$ cat src/rtl/freq_sweep_if.sv
// freq_sweep_if
// Groups the signals between the NRx0/NRx3/NRx4 register file / frame
// sequencer (master side) and the frequency-sweep engine (slave side).
//   sweep_tick     : one-cycle sweep clock enable from the frame sequencer
//   trigger        : one-cycle channel restart pulse (NRx4[7] write)
//   freq_wr        : one-cycle CPU write of the frequency registers
//   freq_in        : CPU frequency word {NRx4[2:0], NRx3}
//   sweep_period   : NRx0 sweep time
//   sweep_negate   : NRx0 direction, 1 = decrease
//   sweep_shift    : NRx0 shift amount
//   freq_out       : working frequency to the waveform generator
//   freq_upd       : one-cycle pulse when the sweep rewrites freq_out
//   channel_enable : cleared when a sweep overflow disables the channel
interface freq_sweep_if #(
  parameter int FREQ_W   = 11,
  parameter int PERIOD_W = 3,
  parameter int SHIFT_W  = 3
);
  logic                sweep_tick;
  logic                trigger;
  logic                freq_wr;
  logic [FREQ_W-1:0]   freq_in;
  logic [PERIOD_W-1:0] sweep_period;
  logic                sweep_negate;
  logic [SHIFT_W-1:0]  sweep_shift;
  logic [FREQ_W-1:0]   freq_out;
  logic                freq_upd;
  logic                channel_enable;

  modport master (
    output sweep_tick, trigger, freq_wr, freq_in,
           sweep_period, sweep_negate, sweep_shift,
    input  freq_out, freq_upd, channel_enable
  );

  modport slave (
    input  sweep_tick, trigger, freq_wr, freq_in,
           sweep_period, sweep_negate, sweep_shift,
    output freq_out, freq_upd, channel_enable
  );
endinterface

$ cat src/rtl/freq_sweep_unit.sv
// freq_sweep_unit
// Frequency-sweep engine for a square-wave sound channel. A shadow copy of
// the frequency is stepped by shadow>>shift (up or down) whenever the sweep
// timer expires; the result is pushed to the waveform generator and checked
// a second time one cycle later. Any overflow beyond the FREQ_W-bit range
// disables the channel.
// Ports:
//   clock : system clock
//   reset : synchronous, active-high reset
//   bus   : freq_sweep_if slave modport (register-file inputs, sweep outputs)
module freq_sweep_unit #(
  parameter int FREQ_W       = 11,
  parameter int PERIOD_W     = 3,
  parameter int SHIFT_W      = 3,
  parameter bit NEGATE_QUIRK = 1'b1
) (
  input  logic          clock,
  input  logic          reset,
  freq_sweep_if.slave   bus
);

  typedef enum logic {IDLE, CHECK2} state_t;

  state_t              state_q, state_d;
  logic [FREQ_W-1:0]   shadow_q, shadow_d;
  logic [FREQ_W-1:0]   freq_out_q, freq_out_d;
  logic                freq_upd_q, freq_upd_d;
  logic                chan_en_q, chan_en_d;
  logic [PERIOD_W:0]   timer_q, timer_d;
  logic                sweep_en_q, sweep_en_d;
  logic                neg_used_q, neg_used_d;

  logic [FREQ_W:0]     calc_trig;
  logic [FREQ_W:0]     calc_shadow;
  logic [PERIOD_W:0]   reload;

  // One extra bit of headroom: bit FREQ_W set means the step overflowed.
  // The subtract path can never set it because shadow>>shift <= shadow.
  function automatic logic [FREQ_W:0] sweep_calc(
    input logic [FREQ_W-1:0]  sh,
    input logic [SHIFT_W-1:0] sft,
    input logic               neg
  );
    logic [FREQ_W:0] ext;
    logic [FREQ_W:0] delta;
    ext   = {1'b0, sh};
    delta = ext >> sft;
    return neg ? (ext - delta) : (ext + delta);
  endfunction

  assign calc_trig   = sweep_calc(bus.freq_in, bus.sweep_shift, bus.sweep_negate);
  assign calc_shadow = sweep_calc(shadow_q, bus.sweep_shift, bus.sweep_negate);

  // A period field of 0 behaves as the longest period, 2^PERIOD_W.
  assign reload = (bus.sweep_period == '0) ? {1'b1, {PERIOD_W{1'b0}}}
                                           : {1'b0, bus.sweep_period};

  always_comb begin
    state_d    = state_q;
    shadow_d   = shadow_q;
    freq_out_d = freq_out_q;
    freq_upd_d = 1'b0;
    chan_en_d  = chan_en_q;
    timer_d    = timer_q;
    sweep_en_d = sweep_en_q;
    neg_used_d = neg_used_q;

    if (bus.trigger) begin
      // Restart wins over everything, including a pending second check.
      state_d    = IDLE;
      shadow_d   = bus.freq_in;
      freq_out_d = bus.freq_in;
      timer_d    = reload;
      neg_used_d = 1'b0;
      sweep_en_d = (bus.sweep_period != '0) || (bus.sweep_shift != '0);
      chan_en_d  = !((bus.sweep_shift != '0) && calc_trig[FREQ_W]);
    end else begin
      if (bus.freq_wr) begin
        freq_out_d = bus.freq_in;
      end

      unique case (state_q)
        CHECK2: begin
          // Look-ahead check of the freshly written shadow; no write-back.
          if (calc_shadow[FREQ_W]) begin
            chan_en_d = 1'b0;
          end
          if (bus.sweep_negate) begin
            neg_used_d = 1'b1;
          end
          state_d = IDLE;
        end
        default: begin
          if (bus.sweep_tick) begin
            if (timer_q > (PERIOD_W+1)'(1)) begin
              timer_d = timer_q - (PERIOD_W+1)'(1);
            end else begin
              timer_d = reload;
              if (sweep_en_q && (bus.sweep_period != '0) && chan_en_q) begin
                if (bus.sweep_negate) begin
                  neg_used_d = 1'b1;
                end
                if (calc_shadow[FREQ_W]) begin
                  chan_en_d = 1'b0;
                end else if (bus.sweep_shift != '0) begin
                  shadow_d   = calc_shadow[FREQ_W-1:0];
                  freq_out_d = calc_shadow[FREQ_W-1:0];
                  freq_upd_d = 1'b1;
                  state_d    = CHECK2;
                end
              end
            end
          end
        end
      endcase

      // Switching from decrease to increase after a decrease was computed
      // kills the channel on the original hardware.
      if (NEGATE_QUIRK && neg_used_q && !bus.sweep_negate && chan_en_q) begin
        chan_en_d = 1'b0;
      end
    end
  end

  always_ff @(posedge clock) begin
    if (reset) begin
      state_q    <= IDLE;
      shadow_q   <= '0;
      freq_out_q <= '0;
      freq_upd_q <= 1'b0;
      chan_en_q  <= 1'b0;
      timer_q    <= '0;
      sweep_en_q <= 1'b0;
      neg_used_q <= 1'b0;
    end else begin
      state_q    <= state_d;
      shadow_q   <= shadow_d;
      freq_out_q <= freq_out_d;
      freq_upd_q <= freq_upd_d;
      chan_en_q  <= chan_en_d;
      timer_q    <= timer_d;
      sweep_en_q <= sweep_en_d;
      neg_used_q <= neg_used_d;
    end
  end

  assign bus.freq_out       = freq_out_q;
  assign bus.freq_upd       = freq_upd_q;
  assign bus.channel_enable = chan_en_q;

endmodule

$ cat src/flat_wrapper.sv
// flat-port wrapper written by rule: the top's interface ports become plain ports
module freq_sweep_unit_flat 
#(
  parameter int FREQ_W       = 11,
  parameter int PERIOD_W     = 3,
  parameter int SHIFT_W      = 3,
  parameter bit NEGATE_QUIRK = 1'b1
)
  (clock, reset, bus_sweep_tick, bus_trigger, bus_freq_wr, bus_freq_in, bus_sweep_period, bus_sweep_negate, bus_sweep_shift, bus_freq_out, bus_freq_upd, bus_channel_enable);
  freq_sweep_if #(.FREQ_W(FREQ_W), .PERIOD_W(PERIOD_W), .SHIFT_W(SHIFT_W)) bus_i ();
  input  logic clock;
  input  logic reset;
  input wire logic [$bits(bus_i.sweep_tick)-1:0] bus_sweep_tick;
  input wire logic [$bits(bus_i.trigger)-1:0] bus_trigger;
  input wire logic [$bits(bus_i.freq_wr)-1:0] bus_freq_wr;
  input wire logic [$bits(bus_i.freq_in)-1:0] bus_freq_in;
  input wire logic [$bits(bus_i.sweep_period)-1:0] bus_sweep_period;
  input wire logic [$bits(bus_i.sweep_negate)-1:0] bus_sweep_negate;
  input wire logic [$bits(bus_i.sweep_shift)-1:0] bus_sweep_shift;
  output wire logic [$bits(bus_i.freq_out)-1:0] bus_freq_out;
  output wire logic [$bits(bus_i.freq_upd)-1:0] bus_freq_upd;
  output wire logic [$bits(bus_i.channel_enable)-1:0] bus_channel_enable;
  assign bus_i.sweep_tick = bus_sweep_tick;
  assign bus_i.trigger = bus_trigger;
  assign bus_i.freq_wr = bus_freq_wr;
  assign bus_i.freq_in = bus_freq_in;
  assign bus_i.sweep_period = bus_sweep_period;
  assign bus_i.sweep_negate = bus_sweep_negate;
  assign bus_i.sweep_shift = bus_sweep_shift;
  assign bus_freq_out = bus_i.freq_out;
  assign bus_freq_upd = bus_i.freq_upd;
  assign bus_channel_enable = bus_i.channel_enable;
  freq_sweep_unit #(.FREQ_W(FREQ_W), .PERIOD_W(PERIOD_W), .SHIFT_W(SHIFT_W), .NEGATE_QUIRK(NEGATE_QUIRK)) u_core (.clock(clock), .reset(reset), .bus(bus_i));
endmodule
$ cat config.mk
export PLATFORM = sky130hd
export DESIGN_NAME = freq_sweep_unit_flat
export DESIGN_NICKNAME = d
export VERILOG_FILES = /design/src/rtl/freq_sweep_if.sv /design/src/rtl/freq_sweep_unit.sv /design/src/flat_wrapper.sv
export SDC_FILE = /design/constraint.sdc
export NUM_CORES = 1
export LEC_CHECK = 0
export CORE_MARGIN = 4
export CORE_UTILIZATION = 55
export CTS_BUF_LIST = sky130_fd_sc_hd__clkbuf_8
export DETAILED_ROUTE_END_ITERATION = 16
export GPL_TIMING_DRIVEN = 0
export PLACE_DENSITY = 0.77
export SYNTH_ARGS = -nofsm -noshare
export SYNTH_HDL_FRONTEND = slang
export SYNTH_SLANG_ARGS = --single-unit
$ cat constraint.sdc
create_clock -name clock -period 5.6 [get_ports clock]
set_input_delay 0.56 -clock clock [delete_from_list [all_inputs] [get_ports clock]]
set_output_delay 0.56 -clock clock [all_outputs]
set_load 0.01 [all_outputs]
# == Word-level counts from Yosys, hierarchy flattened ==
# Cells that the tools add are included.
# word_totals
regBits,30
latchBits,0
mem_bits_rw,0
romBits,0
out_inout_bits,13
elab_cells,81
mem_count,0
# classes
add_sub_neg,5
multipliers,0
n_div,0
order_cmp,1
eq_ne,5
shifts,2
muxes,35
bitwise,2
n_reduce_logical,24
# op_table
cell,count
$mux 11,15
$add 11x12->12,2
$mux 12,2
$shr 11x3->12,2
$sub 11x12->12,2
$mux 4,5
$mux 1,13
$reduce_bool 2->1,5
$reduce_bool 4->1,2
$reduce_or 7->1,1
$ne 2x2->1 const B,3
$reduce_and 3->1,2
$reduce_and 6->1,1
$reduce_bool 3->1,2
$logic_and 1x1->1,5
$gt 4x1->1 const B,1
$ne 4x3->1 const B,1
$sub 4x1->4 const B,1
$logic_not 3->1,1
$logic_not 1->1,2
$ne 2x1->1 const B,1
$not 1->1,2
$reduce_and 2->1,1
$reduce_or 2->1,1
$logic_or 1x1->1,1

# == Longest topological paths before layout ==
# Gate-level depths: netlist of run 1.
# logic_depth
ltp_word,10
mapped_depth,21

# == Least setup slack after synthesis of run 1 ==
# Ideal clock, no wire load.
# synth_timing
path_type,input to register
startpoint,in bus_sweep_shift[1]
endpoint,reg u_core.shadow_q[6]
setup_ns,0.119
t_arrival_ns,4.509
required_time_ns,5.481
slack_ns,0.973
stages,20
path_buffers,6
cell_sequence,buf_6 buf_8 buf_6 buf_6 buf_2 mux2i_1 mux4_2 and3_1 a21oi_1 xor2_1 ha_1 a21o_1 a21o_1 and3_1 a2111oi_2 nor3_1 mux2i_4 buf_2 nand2_1 o221a_2
# synth_via
elab_chain_len,10
elab_cells_between_ends,15
cone_classes,add/sub (2); eq/ne (1); shift (1); mux (8); reduce/logical (3)
# synth_rtl
element,line,text
from (decl),flat_wrapper.sv:19,input wire logic [$bits(bus_i.sweep_shift)-1:0] bus_sweep_shift;
$shr 11x3->12,freq_sweep_unit.sv:47,delta = ext >> sft;
$add 11x12->12 / $sub 11x12->12 (equally long branches),freq_sweep_unit.sv:48,return neg ? (ext - delta) : (ext + delta);
$mux 12,freq_sweep_unit.sv:48,
$mux 11,freq_sweep_unit.sv:105,end else if (bus.sweep_shift != '0) begin
$mux 11,freq_sweep_unit.sv:103,if (calc_shadow[FREQ_W]) begin
$mux 11,freq_sweep_unit.sv:99,if (sweep_en_q && (bus.sweep_period != '0) && chan_en_q) begin
$mux 11,freq_sweep_unit.sv:95,if (timer_q > (PERIOD_W+1)'(1)) begin
$mux 11,freq_sweep_unit.sv:94,if (bus.sweep_tick) begin
$mux 11,freq_sweep_unit.sv:82,unique case (state_q)
$mux 11,freq_sweep_unit.sv:68,if (bus.trigger) begin
to (signal assigned),freq_sweep_unit.sv:137,shadow_q <= shadow_d;
to (decl),freq_sweep_unit.sv:25,"logic [FREQ_W-1:0] shadow_q, shadow_d;"
# Parallel ways exist; a longest one is shown, timed or not. The select of a mux whose other input is x is not followed.
# A chain may end at the register's enable or synchronous reset.

# == Worst setup path in the final report of run 1 ==
# layout_timing
startpoint,in bus_sweep_shift[0]
endpoint,reg u_core.shadow_q[6]
# The elaborated chain is that of the path after synthesis.

==> results of run 1 <==
==> logic make-up after synthesis <==
family | Yosys count | synth area share, %
DFF | 30 | 16.9
xor gates and xnor gates | 26 | 6.40
muxes | 34 | 14.4
AOI/OAI and AO/OA | 134 | 26.7
buffers and inverters | 51 | 7.14
and+or+nand+nor | 148 | 19.2
adders and majority gates | 26 | 9.36
==> power by group through the flow <==
stage               Combinational, mW  Sequential (mW)  Clock (mW)
floorplan                       0.310            0.247           0
global placement                0.417            0.248           0
detailed placement              0.428            0.248           0
CTS                             0.431            0.244       0.182
global route                    0.477            0.246       0.193
finish                          0.436            0.244       0.182
==> cell usage in the layout, fill, tap and decap left out, drive strengths merged, types with 8 or more instances in the layout <==
| master | Yosys | layout |
|---|---|---|
| nor2 | 51 | 51 |
| nand2 | 40 | 40 |
| a21oi | 36 | 36 |
| clkdlybuf4s50 | 0 | 33 |
| dfxtp | 30 | 30 |
| ha | 25 | 25 |
| o21ai | 23 | 23 |
| inv | 21 | 22 |
| mux2i | 19 | 19 |
| buf | 18 | 18 |
| nor3 | 16 | 16 |
| clkbuf | 11 | 16 |
| xnor2 | 13 | 13 |
| o22ai | 13 | 13 |
| xor2 | 13 | 13 |
| mux4 | 11 | 11 |
| a2111oi | 10 | 10 |
| nand3 | 8 | 8 |
==> sequential cells by signal, summed over array words and instances, names as in the netlist <==
name / count
u_core.timer_q: 4
u_core.shadow_q: 11
u_core.bus.freq_out: 11
u_core.bus.freq_upd: 1
u_core.sweep_en_q: 1
u_core.bus.channel_enable: 1
u_core.neg_used_q: 1
==> critical path, stage by stage <==
cell and delay, ps:
clkdlybuf4s50_1 580, buf_4 230, buf_4 260, mux4_2 580
and3_1 230, a21oi_1 180, xor2_1 230, ha_1 320
a21o_1 210, a21o_1 160, and3_1 200, a2111oi_2 410
nor3_1 160, mux2i_4 320, buf_2 300, nand2_1 90
o221a_2 260
==> layer usage <==
metal | up-vias | wire, um | track usage [%]
met4 | 0 | 405 | 12.8
met2 | 204 | 5070 | 47.9
met5 | - | 0 | 0
met1 | 1752 | 4460 | 36.4
li1 | 1759 | - | -
met3 | 37 | 876 | 4.00
==> through the flow <==
step	worst slack (ps)	hold WS [ps]	cells	power (mW)
after global routing	21.0	531	566	0.916
after CTS	317	488	567	0.856
after global placement	89.3	448	559	0.665
after detailed placement	46.7	473	559	0.676
after floorplan	973	440	449	0.557
final	495	484	566	0.862
==> how the worst max path moves through the flow <==
stage	start	cells after the start	to	slack [ps]
after global routing	bus_sweep_shift[0]	16	u_core.shadow_q[9]	20
after detailed placement	bus_sweep_shift[0]	19	u_core.shadow_q[6]	50
after CTS	bus_sweep_shift[0]	19	u_core.shadow_q[6]	320
final	bus_sweep_shift[0]	17	u_core.shadow_q[6]	500
after global placement	bus_sweep_shift[0]	18	u_core.shadow_q[9]	90
after floorplan	bus_sweep_shift[1]	20	u_core.shadow_q[6]	970
==> cell type report <==
class / instances / area (um^2) / share of cell area, %
clock inverters: 2 / 8.76 / 0.215
plain buffers: 28 / 168 / 4.12
flip-flops and latches: 30 / 601 / 14.8
clock buffers: 6 / 82.6 / 2.03
well taps: 77 / 96.3 / 2.37
multi-input cells: 368 / 2700 / 66.4
inverters: 22 / 82.6 / 2.03
repair buffers: 33 / 330 / 8.11
==> impl_summary.log, run 1 <==
INFO  metric rr_worst_depth = 17
INFO  metric synth.area.top_cells = dfxtp_1 (17%), ha_1 (8.8%), mux4_2 (5.7%)
INFO  metric grt_pass1_vias = ~3700
INFO  metric placement.cell_area = roughly 4000 um^2
INFO  metric die_width = 88.4 um
INFO  metric cts_tree = yes
INFO  metric global_route.overflow_total = 0
INFO  metric synth-seq-cells = 30
INFO  metric yosysWarnings = 0
INFO  metric grt_first_pass_wirelength = roughly 17000 um
INFO  metric timing.max_slew.rel_slack = 36.2%
INFO  metric drt_iter0_drc = between 200 and 250
INFO  metric floorplan_core_area = about 6300 um^2
INFO  metric place.gp.congestion = 0.949
INFO  metric pwr-share-comb = between 50% and 60%
INFO  metric hold-path-endpoint = u_core.neg_used_q
INFO  metric detailedRoute.firstPassIterationCount = 7
INFO  metric drc = 0
INFO  metric netlist_instances = approximately 450
INFO  metric synth_async_sr_flop_share = 0%
INFO  metric cts_max_level = 2
INFO  metric via_count = roughly 3800
INFO  metric io_pins = 36
INFO  metric std_cell_rows = 29
INFO  metric worstSkewPairLatency = around 290 ps
INFO  metric cp.arrival = 5280 ps
INFO  metric start_util = between 50% and 60%
INFO  metric regToRegStartpoint = u_core.shadow_q[5]
INFO  metric via_per_inst = roughly 6.6
INFO  metric sequentialPowerShare = 28.3%
INFO  metric antenna_cells_inserted = 0
INFO  metric synth_area_per_inst = just under 8 um^2
INFO  metric dpl.hpwl = a little over 8000 um
INFO  metric leakagePower = between 1.5 and 2 nW
INFO  metric final-hold-violation-count = 0
INFO  metric maxClockFrequency = around 200 MHz
INFO  metric clockPowerShare = between 20% and 30%
INFO  metric hold_buffers = 0
INFO  metric run_status = finished clean
INFO  metric final_core_area_utilization = 64.5%
INFO  metric antenna_violating_nets_post_route = 0
INFO  metric fp.dieH = around 88 um
INFO  metric netlist.top_cell.by_area = dfxtp_1
INFO  metric rsz0062_at_grt = false
INFO  metric pins_over_their_slew_limit = 0
INFO  metric top_area_cell_type_share_of_the_netlist_area = between 15 and 20%
INFO  metric cts.clk_slew.worst_paths = approximately 70 ps
INFO  metric netSwitchingFraction = 40.2%
INFO  metric grt_start_max_net_pins = 11
INFO  metric synthDistinctLibCells = 73
INFO  metric num-nets-final = 537
INFO  metric post_cts_resize_count = 0
INFO  metric min-delay-path-class = reg -> reg
INFO  metric setup_viol = 0
INFO  metric min_path_cells = 1
INFO  metric reg2reg_slack = between 1000 and 1500 ps
INFO  metric worst_pin_slew = around 950 ps
INFO  metric clock_sink_count = 30
INFO  metric crit_type = in -> reg
INFO  metric post_drt_wl_per_cell = between 15 and 20 um
INFO  metric track_usage = roughly 29%
INFO  metric rr_endpoint = u_core.shadow_q[6]
INFO  metric post-synth-top-count-cell = nor2_1
INFO  metric ir_drop = between 0.15 and 0.2 mV
INFO  metric cts_root_buf = clkbuf_8
INFO  metric clock-skew-final = 4.74 ps
INFO  metric final.fill_count = 538
INFO  metric final_cell_area = between 4000 and 5000 um^2
INFO  metric hold_path_startpoint = u_core.neg_used_q
INFO  metric power.density = 212 nW/um^2
INFO  metric fin_setup_tns = 0 ps
INFO  metric grt_antenna_before_repair = 0
INFO  metric dieArea = just under 8000 um^2
INFO  metric start_kind = input port
INFO  metric min_period_over_period = about nine tenths
INFO  metric synth_enable_flop_cells = 0
INFO  metric cp.required = between 5000 and 6000 ps
INFO  metric yosysSeqAreaShare = ~17%
INFO  metric flow.area_growth_from_synthesis = 14.5%
INFO  metric final_period_minus_worst_setup_slack = roughly 5100 ps
INFO  metric postSynth.topFlopCell = dfxtp_1
INFO  metric synth_net_count = 498
INFO  metric cts_setup_buffers = 0
INFO  metric route.final.wire_length = approximately 11000 um
INFO  metric synth_common_cells = nor2_1 (51), nand2_1 (38), a21oi_1 (34)
INFO  metric buffers_added_on_ports = 33
INFO  metric fraction_of_final_layout_cells_with_drive_strength_greater_than_1 = around an eighth
INFO  metric cellInternalPower = 516 uW
INFO  metric cts_buffers = 5
INFO  metric max_cap_violations = 0
INFO  metric crit_path_end_kind = register
INFO  metric switchingPower = around 350 uW
INFO  metric critical_path.max_fanout = 19
INFO  metric cts.path.max_buffers = 2
INFO  metric synthesis.area = about 3600 um^2
Power figures use the tool's default switching activity.
==> inputs of run 2 (changes only) <==
--- a/config.mk
+++ b/config.mk
@@ -10,6 +10,8 @@
 export CTS_BUF_LIST = sky130_fd_sc_hd__clkbuf_8
 export DETAILED_ROUTE_END_ITERATION = 16
 export GPL_TIMING_DRIVEN = 0
+export HOLD_SLACK_MARGIN = 0.12
+export MAX_ROUTING_LAYER = met4
 export PLACE_DENSITY = 0.77
 export SYNTH_ARGS = -nofsm -noshare
 export SYNTH_HDL_FRONTEND = slang
==> run 2 against run 1 <==
Compared with the run above:
- wire length increased by 1.2%
- highest routed layer unchanged
- power about the same
- non-clock buffer count unchanged
- fmax decreased by 2.7%
- critical path type unchanged
- clock power about the same
- worst hold slack got worse by 8.9 ps
==> impl_summary.log, run 2 (synthesis results as in run 1) <==
INFO  metric dpl.hpwl = between 8000 and 9000 um
INFO  metric fraction_of_final_layout_cells_with_drive_strength_greater_than_1 = about an eighth
INFO  metric num-nets-final = between 500 and 600
INFO  metric cts_buffers = 5
INFO  metric drt_iter0_drc = approximately 330
INFO  metric pwr-share-comb = between 50 and 60%
INFO  metric final-hold-violation-count = 0
INFO  metric placed_cells = around 560
INFO  metric fp.dieH = ~90 um
INFO  metric cts_setup_buffers = 0
INFO  metric run_status = finished clean
INFO  metric cts_tree = yes
INFO  metric rsz0062_at_grt = false
INFO  metric via_count = between 3000 and 4000
INFO  metric min_period_over_period = 93.7%
INFO  metric max_cap_violations = 0
INFO  metric final_cell_mix = nor2_1 (51), nand2_1 (38), a21oi_1 (34)
INFO  metric cp.arrival = between 5000 and 6000 ps
INFO  metric post_drt_wl_per_cell = ~19 um
INFO  metric detailedRoute.firstPassIterationCount = 5
INFO  metric std_cell_rows = 29
INFO  metric p_total = approximately 860 uW
INFO  metric crit_path_end_kind = register
INFO  metric worst_pin_slew = 809 ps
INFO  metric worstSkewPairLatency = approximately 290 ps
INFO  metric cts_root_buf = clkbuf_8
INFO  metric timing.max_slew.rel_slack = between 40% and 50%
INFO  metric cts.clk_slew.worst_paths = roughly 60 ps
INFO  metric maxClockFrequency = between 150 and 200 MHz
INFO  metric setup_viol = 0
INFO  metric grt_start_max_net_pins = 11
INFO  metric grt_antenna_before_repair = 0
INFO  metric pins_over_their_slew_limit = 0
INFO  metric track_usage = between 30% and 40%
INFO  metric grt_first_pass_wirelength = about 18000 um
INFO  metric cts_max_level = 2
INFO  metric cp.required = roughly 5800 ps
INFO  metric placement.cell_area = between 3000 and 4000 um^2
INFO  metric antenna_violating_nets_post_route = 0
INFO  metric clock_sink_count = 30
INFO  metric route.final.wire_length = between 10000 and 15000 um
INFO  metric start_util = between 50% and 60%
INFO  metric buffers_added_on_ports = 33
INFO  metric die_width = roughly 88 um
INFO  metric crit_type = in -> reg
INFO  metric clockPowerShare = about a fifth
INFO  metric netSwitchingFraction = between 40 and 50%
INFO  metric dieArea = around 7800 um^2
INFO  metric via_per_inst = around 6.6
INFO  metric sequentialPowerShare = approximately 28%
INFO  metric io_pins = 36
INFO  metric ir_drop = roughly 0.17 mV
INFO  metric switchingPower = around 350 uW
INFO  metric clock-skew-final = between 2 and 3 ps
INFO  metric floorplan_core_area = 6310 um^2
INFO  metric final_period_minus_worst_setup_slack = around 5200 ps
INFO  metric cellInternalPower = between 500 and 600 uW
INFO  metric drc = 0
INFO  metric min-delay-path-class = reg -> reg
INFO  metric power.density = between 200 and 250 nW/um^2
INFO  metric cts.path.max_buffers = 2
INFO  metric final_cell_area = a little over 4000 um^2
INFO  metric leakagePower = 1.63 nW
INFO  metric antenna_cells_inserted = 0
INFO  metric global_route.overflow_total = 0
INFO  metric place.gp.congestion = ~0.97
INFO  metric critical_path.max_fanout = 19
INFO  metric start_kind = input port
INFO  metric layout.cells.most_common = nor2_1
INFO  metric flow.area_growth_from_synthesis = 14.5%
INFO  metric hold_buffers = 0
INFO  metric final_standard_cell_count_with_taps_included_and_fillers_excluded = around 570
INFO  metric grt_pass1_vias = about 3700
[run 2: cell counts in the layout (fill, tap and decap cells not counted)]
Identical to the previous run, type by type.
[run 2: path summary, 6_finish.rpt]
check / from / end / slack (ps) / depth (start not counted)
worst min-delay path: u_core.neg_used_q / u_core.neg_used_q / 470 / 1
worst max-delay path: bus_sweep_shift[0] / u_core.shadow_q[6] / 350 / 17
worst min register to register: u_core.neg_used_q / u_core.neg_used_q / 470 / 1
worst max register to register: u_core.shadow_q[7] / u_core.shadow_q[6] / 960 / 17
[run 2: worst max-delay path, stage by stage]
cell and delay [ps]:
clkdlybuf4s50_1 580, buf_4 230, buf_4 260, mux4_2 580, and3_1 240, a21oi_1 200
xor2_1 240, ha_1 320, a21o_1 210, a21o_1 160, and3_1 200, a2111oi_2 460
nor3_1 180, mux2i_4 340, buf_2 310, nand2_1 80, o221a_2 270
[run 2: power groups by stage]
stage	registers [mW]	clock network, mW	logic, mW
floorplan	0.247	0	0.310
global placement	0.248	0	0.419
detailed placement	0.248	0	0.429
CTS	0.244	0.180	0.431
global route	0.246	0.192	0.478
finish	0.245	0.182	0.436
[run 2: routing by layer]
| layer | routed length, um | vias up | track usage, % |
|---|---|---|---|
| met5 | 0 | - | - |
| met4 | 284 | 0 | 9.34 |
| met3 | 929 | 28 | 2.98 |
| met2 | 5150 | 211 | 49.8 |
| met1 | 4590 | 1759 | 38.7 |
| li1 | - | 1754 | - |
[run 2: cell type report]
type / count / area (um^2)
multi-input cells: 368 / 2700
plain buffers: 28 / 168
fillers: 589 / 2240
inverters: 22 / 82.6
clock inverters: 2 / 8.76
repair buffers: 33 / 330
flip-flops and latches: 30 / 601
clock buffers: 6 / 82.6
well taps: 77 / 96.3
[run 2: timing repair]
item	4_1_cts	5_1_grt
gates resized for setup	0	1
endpoints found under the setup margin	0	7
hold endpoints to repair	0	0
[run 2: metrics by stage]
step                setup TNS, ps  hold slack, ps  setup WS [ps]  util (%)
finish                          0             475            353      64.5
floorplan                       0             440            973         -
global route                    0             510           23.7      64.5
global placement            -54.1             446          -54.1      63.1
CTS                             0             476            177      64.5
detailed placement           -121             461           -104      63.1
==> inputs of run 3 (changes only) <==
--- a/config.mk
+++ b/config.mk
@@ -6,13 +6,13 @@
 export NUM_CORES = 1
 export LEC_CHECK = 0
 export CORE_MARGIN = 4
-export CORE_UTILIZATION = 55
-export CTS_BUF_LIST = sky130_fd_sc_hd__clkbuf_8
+export CORE_UTILIZATION = 59
+export CTS_BUF_LIST = sky130_fd_sc_hd__clkbuf_8 sky130_fd_sc_hd__clkbuf_16
 export DETAILED_ROUTE_END_ITERATION = 16
 export GPL_TIMING_DRIVEN = 0
 export HOLD_SLACK_MARGIN = 0.12
 export MAX_ROUTING_LAYER = met4
-export PLACE_DENSITY = 0.77
+export PLACE_DENSITY = 0.82
 export SYNTH_ARGS = -nofsm -noshare
 export SYNTH_HDL_FRONTEND = slang
 export SYNTH_SLANG_ARGS = --single-unit
==> run 3 against run 2 <==
Compared with the run above:
- setup slack better by 61 ps
- clock skew up 2.4 ps
- cell area up 0.55%
- sequential cell count unchanged
- via count up 0.11%
- fmax up 1.2%
- clock power up 12%
- wire length down 2.8%
- largest power group unchanged
- register-to-register slack better by 80 ps
- global-route usage up 0.44 points
- sequential share of layout area down 0.081 points
==> impl_summary.log, run 3 (synthesis results as in run 1) <==
INFO  metric placement.cell_area = ~4000 um^2
INFO  metric io_pins = 36
INFO  metric cp_top_family = buffers and inverters
INFO  metric post_drt_wl_per_cell = around 19 um
INFO  metric final_cell_area = a little over 4000 um^2
INFO  metric maxClockFrequency = about 190 MHz
INFO  metric cp.required = between 5000 and 6000 ps
INFO  metric final-hold-violation-count = 0
INFO  metric via_per_inst = between 6 and 7
INFO  metric p_total = slightly below 900 uW
INFO  metric grt_start_max_net_pins = 11
INFO  metric cp.arrival = 5370 ps
INFO  metric ir_drop = 0.229 mV
INFO  metric route.final.wire_length = approximately 11000 um
INFO  metric setup_viol = 0
INFO  metric placed_cells = 557
INFO  metric flow.area_growth_from_synthesis = 15.1%
INFO  metric reg2reg_slack = 1040 ps
INFO  metric min-delay-path-class = reg -> reg
INFO  metric cp_cell_sequence = clkdlybuf4s50_1 -> buf_4 -> buf_4 -> clkbuf_2 -> mux2i_1 -> ha_1 -> and3_1 -> a21oi_1 -> xor2_1 -> ha_1 -> a21o_1 -> a21o_1 -> and3_1 -> a2111oi_2 -> nor3_1 -> mux2i_4 -> buf_2 -> nand2_1 -> o221a_2
INFO  metric start_kind = input port
INFO  metric leakagePower = 1.64 nW
INFO  metric place.gp.congestion = just under 1
INFO  metric final_period_minus_worst_setup_slack = ~5200 ps
INFO  metric grt_first_pass_wirelength = approximately 17000 um
INFO  metric power.density = 217 nW/um^2
INFO  metric std_cell_rows = 28
INFO  metric floorplan_core_area = about 6000 um^2
INFO  metric min_period_over_period = between 90% and 100%
INFO  metric multiInputGateArea = 2710 um^2
INFO  metric critical_path.max_fanout = 10
INFO  metric clock_sink_count = 30
INFO  metric hold_buffers = 0
INFO  metric pins_over_their_slew_limit = 0
INFO  metric layout.area.seq = about 600 um^2
INFO  metric crit_path_end_kind = register
INFO  metric finalWorstSetupSlack = 415 ps
INFO  metric grt_antenna_before_repair = 0
INFO  metric detailedPlace.worstSlack = -34.8 ps
INFO  metric dieArea = between 7000 and 8000 um^2
INFO  metric fin_setup_tns = 0 ps
INFO  metric cts_buffers = 5
INFO  metric num-nets-final = ~540
INFO  metric rsz0062_at_grt = false
INFO  metric clock-skew-final = 5.11 ps
INFO  metric cts_root_buf = clkbuf_8
INFO  metric fraction_of_final_layout_cells_with_drive_strength_greater_than_1 = 12.4%
INFO  metric start_util = between 60% and 70%
INFO  metric final_core_area_utilization = between 60% and 70%
INFO  metric final_standard_cell_count_with_taps_included_and_fillers_excluded = between 500 and 600
INFO  metric worstSkewPairLatency = 290 ps
INFO  metric antenna_cells_inserted = 0
INFO  metric cpPeakStageDelay = a little under 600 ps
INFO  metric worst_hold_check_slack = roughly 480 ps
INFO  metric cts_max_level = 2
INFO  metric crit_type = in -> reg
INFO  metric timing.max_slew.rel_slack = between 40% and 50%
INFO  metric drc = 0
INFO  metric track_usage = 30.5%
INFO  metric cts_tree = yes
INFO  metric global_route.overflow_total = 0
INFO  metric fp.dieH = 85.6 um
INFO  metric drt_iter0_drc = around 350
INFO  metric run_status = finished clean
INFO  metric crit_slowest_cell = clkdlybuf4s50_1
INFO  metric via_count = approximately 3800
INFO  metric layout.cells.most_common = nor2_1
INFO  metric worst_path_buffer_plus_inverter_count = 5
INFO  metric final.fill_count = 509
INFO  metric cts.clk_slew.worst_paths = about 60 ps
INFO  metric die_width = around 86 um
INFO  metric detailedRoute.firstPassIterationCount = 5
INFO  metric max_cap_violations = 0
INFO  metric grt_pass1_vias = between 3000 and 4000
INFO  metric dpl.hpwl = roughly 8000 um
INFO  metric cts.path.max_buffers = 2
INFO  metric buffers_added_on_ports = 33
INFO  metric worst_pin_slew = between 800 and 900 ps
INFO  metric antenna_violating_nets_post_route = 0
INFO  metric final_cell_mix = nor2_1 (51), nand2_1 (38), a21oi_1 (34)
==> run 3: final timing paths <==
check                                         from            endpoint  depth (start not counted)
worst max register to register  u_core.shadow_q[9]  u_core.shadow_q[6]                         16
worst min-delay path             u_core.neg_used_q   u_core.neg_used_q                          1
worst min register to register   u_core.neg_used_q   u_core.neg_used_q                          1
worst max-delay path            bus_sweep_shift[0]  u_core.shadow_q[6]                         19
==> run 3: area by class of cell <==
class / instances / share of cell area, %
multi-input cells: 368 / 66.1
flip-flops and latches: 30 / 14.7
repair buffers: 33 / 8.07
plain buffers: 29 / 4.22
clock buffers: 8 / 2.69
well taps: 75 / 2.29
inverters: 22 / 2.02
==> run 3: what timing repair did <==
item                                    4_1_cts  5_1_grt
endpoints found under the setup margin        0       15
setup buffers                                 0        0
resized for setup                             0        5
==> run 3: where the power goes <==
part	switching (mW)	total, mW	internal [mW]
Combinational	0.249	0.439	0.190
Sequential	0.0149	0.245	0.230
Clock	0.0801	0.204	0.124
==> run 3: layer usage <==
| metal | global-route usage (%) | part of all wire, % | routed length [um] | up-vias |
|---|---|---|---|---|
| met1 | 39.5 | 41 | 4360 | 1729 |
| met5 | - | 0 | 0 | - |
| li1 | - | - | - | 1752 |
| met3 | 3.27 | 8.8 | 934 | 42 |
| met4 | 11.1 | 3.5 | 374 | 0 |
| met2 | 49.4 | 47 | 4980 | 233 |
